## config.mk

```make
export PLATFORM = sky130hd
export DESIGN_NAME = dmem_arbiter
export DESIGN_NICKNAME = d
export VERILOG_FILES = /design/src/rtl/dmem_arbiter.sv
export SDC_FILE = /design/constraint.sdc
export NUM_CORES = 1
export LEC_CHECK = 0
export BUFFER_PORTS_ARGS = -buffer_cell sky130_fd_sc_hd__buf_4
export CAP_MARGIN = 20
export CORE_AREA = 8 8 138 140
export DETAILED_ROUTE_END_ITERATION = 6
export DIE_AREA = 0 0 146 148
export SLEW_MARGIN = 10
export SYNTH_ARGS = -nofsm -noshare
export SYNTH_HDL_FRONTEND = slang
export SYNTH_SLANG_ARGS = --single-unit
```

## constraint.sdc

```tcl
create_clock -name cpu_clk -period 2.65 [get_ports cpu_clk]
set_clock_uncertainty 0.15 [all_clocks]
set_input_delay 0.3975 -clock cpu_clk [delete_from_list [all_inputs] [get_ports cpu_clk]]
set_output_delay 0.3975 -clock cpu_clk [all_outputs]
set_load 0.1 [all_outputs]
```

## src/rtl/dmem_arbiter.sv

```systemverilog
// rtl/dmem_arbiter.sv - data_mem port arbiter between the core MEM stage and a loader/debug port.
// Optional statistics counters are enabled by defining DMEM_ARB_STATS_EN.
module dmem_arbiter #(
    parameter int ADDR_W   = 32,
    parameter int DATA_W   = 32,
    parameter int MAX_WAIT = 8
) (
    input  logic              cpu_clk,
    input  logic              reset,
    input  logic              core_req,
    input  logic              core_we,
    input  logic [ADDR_W-1:0] core_addr,
    input  logic [DATA_W-1:0] core_wdata,
    input  logic [2:0]        core_func3,
    output logic [DATA_W-1:0] core_rdata,
    output logic              core_stall,
    input  logic              ld_valid,
    output logic              ld_ready,
    input  logic              ld_we,
    input  logic [ADDR_W-1:0] ld_addr,
    input  logic [DATA_W-1:0] ld_wdata,
    input  logic [2:0]        ld_func3,
    output logic [DATA_W-1:0] ld_rdata,
    output logic              ld_rvalid,
    input  logic              halt_req,
    output logic              halted,
    output logic [ADDR_W-1:0] mem_addr,
    output logic [DATA_W-1:0] mem_wdata,
    output logic              mem_we,
    output logic [2:0]        mem_func3,
    input  logic [DATA_W-1:0] mem_rdata,
    output logic [31:0]       stat_stall_cnt,
    output logic [31:0]       stat_ld_cnt
);
    localparam int CW = $clog2(MAX_WAIT) + 1;

    localparam logic [1:0] ST_RUN   = 2'd0;
    localparam logic [1:0] ST_STEAL = 2'd1;
    localparam logic [1:0] ST_HALT  = 2'd2;

    // The steal is scheduled when the incremented count reaches MAX_WAIT-1,
    // so the loader is refused for MAX_WAIT-1 cycles and served on the next.
    localparam logic [CW:0]   STEAL_AT = (CW+1)'(MAX_WAIT - 1);
    localparam logic [CW-1:0] WAIT_MAX = CW'(MAX_WAIT - 1);

    logic [1:0]    state;
    logic [1:0]    next_state;
    logic [CW-1:0] wait_cnt;
    logic [CW-1:0] next_wait;
    logic [CW:0]   wait_inc;
    logic          ld_owner;

    always_comb begin
        ld_owner   = (state != ST_RUN) || (!core_req && ld_valid);
        ld_ready   = ld_owner && ld_valid;
        core_stall = (state != ST_RUN) && core_req;
        halted     = (state == ST_HALT);
        core_rdata = mem_rdata;
        // A stalled core never owns the port, so its store cannot reach memory.
        if (ld_owner) begin
            mem_addr  = ld_addr;
            mem_wdata = ld_wdata;
            mem_func3 = ld_func3;
            mem_we    = ld_we && ld_valid;
        end else begin
            mem_addr  = core_addr;
            mem_wdata = core_wdata;
            mem_func3 = core_func3;
            mem_we    = core_we && core_req;
        end
    end

    always_comb begin
        next_state = ST_RUN;
        next_wait  = wait_cnt;
        wait_inc   = {1'b0, wait_cnt} + 1'b1;
        if (halt_req) begin
            next_state = ST_HALT;
            next_wait  = '0;
        end else if (state == ST_RUN) begin
            if (core_req && ld_valid) begin
                next_wait = (wait_cnt == WAIT_MAX) ? wait_cnt : wait_inc[CW-1:0];
                if (wait_inc >= STEAL_AT) begin
                    next_state = ST_STEAL;
                end
            end else if (ld_valid) begin
                next_wait = '0;
            end
        end else begin
            next_state = ST_RUN;
            next_wait  = '0;
        end
    end

    always_ff @(posedge cpu_clk or posedge reset) begin
        if (reset) begin
            state     <= ST_RUN;
            wait_cnt  <= '0;
            ld_rvalid <= 1'b0;
            ld_rdata  <= '0;
        end else begin
            state     <= next_state;
            wait_cnt  <= next_wait;
            ld_rvalid <= ld_ready && !ld_we;
            if (ld_ready && !ld_we) begin
                ld_rdata <= mem_rdata;
            end
        end
    end

`ifdef DMEM_ARB_STATS_EN
    always_ff @(posedge cpu_clk or posedge reset) begin
        if (reset) begin
            stat_stall_cnt <= '0;
            stat_ld_cnt    <= '0;
        end else begin
            if (core_stall && (stat_stall_cnt != 32'hFFFF_FFFF)) begin
                stat_stall_cnt <= stat_stall_cnt + 32'd1;
            end
            if (ld_ready && (stat_ld_cnt != 32'hFFFF_FFFF)) begin
                stat_ld_cnt <= stat_ld_cnt + 32'd1;
            end
        end
    end
`else
    assign stat_stall_cnt = '0;
    assign stat_ld_cnt    = '0;
`endif

endmodule

```

==> impl_metrics.env <==
export IMPL_hold_viol=0
export IMPL_vdd_drop_max_mv=0.4712
export IMPL_die_x_um=146
export IMPL_p_clk_share_pct=13.6
export IMPL_nets=737
export IMPL_hold_slack_ns=0.09527
export IMPL_synth_common_cells="96 x buf_4, 94 x mux2_2, 39 x dfrtp_1"
export IMPL_via_count=2929
export IMPL_p_comb_share_pct=68.3
export IMPL_antenna_found_initial=1
export IMPL_dp_slack_ns=0.3264
export IMPL_num_antenna_cells=0
export IMPL_ys_seq_area_share_pct=30.65
export IMPL_die_y_um=148
export IMPL_dr_pass1_iters=4
export IMPL_finalSetupTns_ns=0
export IMPL_cp_data_arrival_time_ns=1.94
export IMPL_ys_async_sr_fraction_pct=100.0
export IMPL_rsz0062_at_grt="false"
export IMPL_ctsResizeCount=0
export IMPL_overflow=0
export IMPL_startpoint_type="flop"
export IMPL_path_class="flop to output pin"
export IMPL_hold_path_class="primary input to async pin"
export IMPL_critPathRequiredTime_ns=2.10
export IMPL_synth_top_area_cell="mux2_2"
export IMPL_syn_to_final_growth_pct=68.64
export IMPL_relSlewSlack_pct=56.33
export IMPL_register_area_um2=975.9
export IMPL_final_min_clock_period_ns=2.492
export IMPL_grt_max_degree=68
export IMPL_gr_usage_all_layers_pct=10.99
export IMPL_place_congestion=0.8342
export IMPL_finalSetupViolCount=0
export IMPL_fmax_mhz=401.3
export IMPL_cpPeakStageDelay_ns=0.42
export IMPL_layout_setup_ws_ns=0.1578
export IMPL_drive_gt1_share_pct=74.15
export IMPL_p_sw_mw=2.431
export IMPL_fp_coreArea_mm2=0.01694
export IMPL_crit_slowest_cell="dfrtp_1"
export IMPL_grt_pass1_vias=3281
export IMPL_crit_chain="nor2_4 > o21ai_4 > buf_12 > mux2_1 > buf_4"
export IMPL_clk_root_buffer_cell="clkbuf_16"
export IMPL_report_final_slew_viol_count=0
export IMPL_drc=0
export IMPL_grt_pass1_wl_mm=19.09
export IMPL_cts_setup_buffers=0
export IMPL_synth_top_flop_cell="dfrtp_1"
export IMPL_htreeDepth=2
export IMPL_synth_seq_cells=39
export IMPL_leakage_nw=2.735
export IMPL_start_util_pct=18.80
export IMPL_critPathCaptureType="output pin"
export IMPL_place_inst=780
export IMPL_routedWlPerCell_um=16.37
export IMPL_cts_inserted_buffers=5
export IMPL_die_area_mm2=0.02161
export IMPL_yosysMostFrequentCell="buf_4"
export IMPL_cts_buffer_depth=2
export IMPL_yosysTopAreaCellShare_pct=33.24
export IMPL_layoutNonFillerInstCount=786
export IMPL_worstPathMaxFanout=67
export IMPL_synth_edf_count=0
export IMPL_min_period_over_period_pct=94.05
export IMPL_status="completed"
export IMPL_drtIter0Drc=108
export IMPL_yosys_warnings=0
export IMPL_p_seq_share_pct=18.1
export IMPL_syn_area_mm2=0.003184
export IMPL_synth_cell_types=30
export IMPL_cts_tree="yes"
export IMPL_cap_violations=0
export IMPL_ys_top_cells_by_area="mux2_2 33%, dfrtp_1 31%, buf_4 23%"
export IMPL_clock_latency_ns=0.27
export IMPL_powerDensity_mw_per_mm2=750.5
export IMPL_p_sw_share_pct=60.32
export IMPL_syn_inst=288
export IMPL_cts_sinks=39
export IMPL_ios=373
export IMPL_clk_pin_slew_worst_paths_ns=0.06
export IMPL_power_internal_mw=1.599
export IMPL_viasPerCell=3.726
export IMPL_tightest_slew_ns=0.6501
export IMPL_drtAntennaViolNets=0
export IMPL_multi_input_comb_area_mm2=0.001618
export IMPL_n_fill_cell=1796
export IMPL_portBuffers=308
export IMPL_syn_avg_cell_area_um2=11.06
export IMPL_dp_hpwl_mm=11.32
export IMPL_finalWirelength_mm=12.87
export IMPL_rows=48
export IMPL_cts_hold_buf=0
[kinds of logic after synthesis]
family,Yosys count,share of synthesized area [%]
AO/OA/AOI/OAI,13,3.026
XOR/XNOR,2,0.5502
adder cells (fa/ha/maj),2,0.7857
buffers and inverters,111,26.21
flip-flops,39,30.65
multiplexers,100,35.32
other,1,0.1178
AND/OR/NAND/NOR,20,3.340
[flip-flops by register name, indices dropped and copies added (netlist names)]
register	count
ld_rdata	32
wait_cnt	4
ld_rvalid	1
state	2
[layer usage]
metal	global-route usage, %	vias to the layer above	wire [um]
li1	-	1376	-
met1	11.27	1351	4584
met2	20.86	190	6978
met3	4.647	10	1216
met4	1.391	2	72
met5	0	-	13
[power by group through the flow]
| stage | clock (mW) | sequential (mW) | combinational, mW |
|---|---|---|---|
| 3_5_place_dp | 0 | 0.741 | 2.77 |
| 6_report | 0.549 | 0.729 | 2.75 |
| 3_3_place_gp | 0 | 0.737 | 2.76 |
| 4_1_cts | 0.570 | 0.731 | 2.77 |
| 5_1_grt | 0.599 | 0.744 | 2.82 |
| 2_1_floorplan | 0 | 1.39 | 1.63 |
[metrics by stage]
stage	power, mW	instance area (um2)	utilization [%]
floorplan	3.016	3421	-
global placement	3.501	5238	30.92
detailed placement	3.508	5238	30.92
CTS	4.071	5370	31.71
global route	4.165	5370	31.71
finish	4.030	5370	31.71
[cell usage in the layout, fill, tap and decap left out, types with 3 or more instances in the layout]
cell       instances
nand2_1            4
conb_1            64
mux2_1             5
clkbuf_16          5
mux2_2            94
inv_1              3
buf_4            310
nand3_1            6
a21oi_1            4
dfrtp_1           39
[worst max-delay path, delay by kind of cell, from the launching register on]
kind	cells	cell delay, ns
muxes	1	0.38
buffers and inverters	2	0.43
AOI/OAI and AO/OA	1	0.10
DFF	1	0.42
and+or+nand+nor	1	0.25
[final timing paths]
check | start | end | slack (ns) | depth (start not counted)
max | state[1]$_DFF_PP0_ | mem_wdata[17] | 0.16 | 5
min | reset | ld_rdata[28]$_DFFE_PP0P_ | 0.1 | 3
max reg2reg | state[1]$_DFF_PP0_ | ld_rdata[13]$_DFFE_PP0P_ | 0.83 | 4
min reg2reg | ld_rdata[16]$_DFFE_PP0P_ | ld_rdata[16]$_DFFE_PP0P_ | 0.34 | 1
max in group asynchronous | reset | ld_rdata[13]$_DFFE_PP0P_ | 1.91 | 3
min in group cpu_clk | halt_req | state[1]$_DFF_PP0_ | 0.10 | 1
[cell type report]
type / count / share of cell area (%)
clock buffers: 5 / 2.330
clock inverters: 1 / 0.1398
inverters: 4 / 0.2796
multi-input cells: 201 / 30.13
flip-flops and latches: 39 / 18.17
well taps: 225 / 5.242
repair buffers: 311 / 43.71
Note: power is estimated with default switching activity, not from simulation.
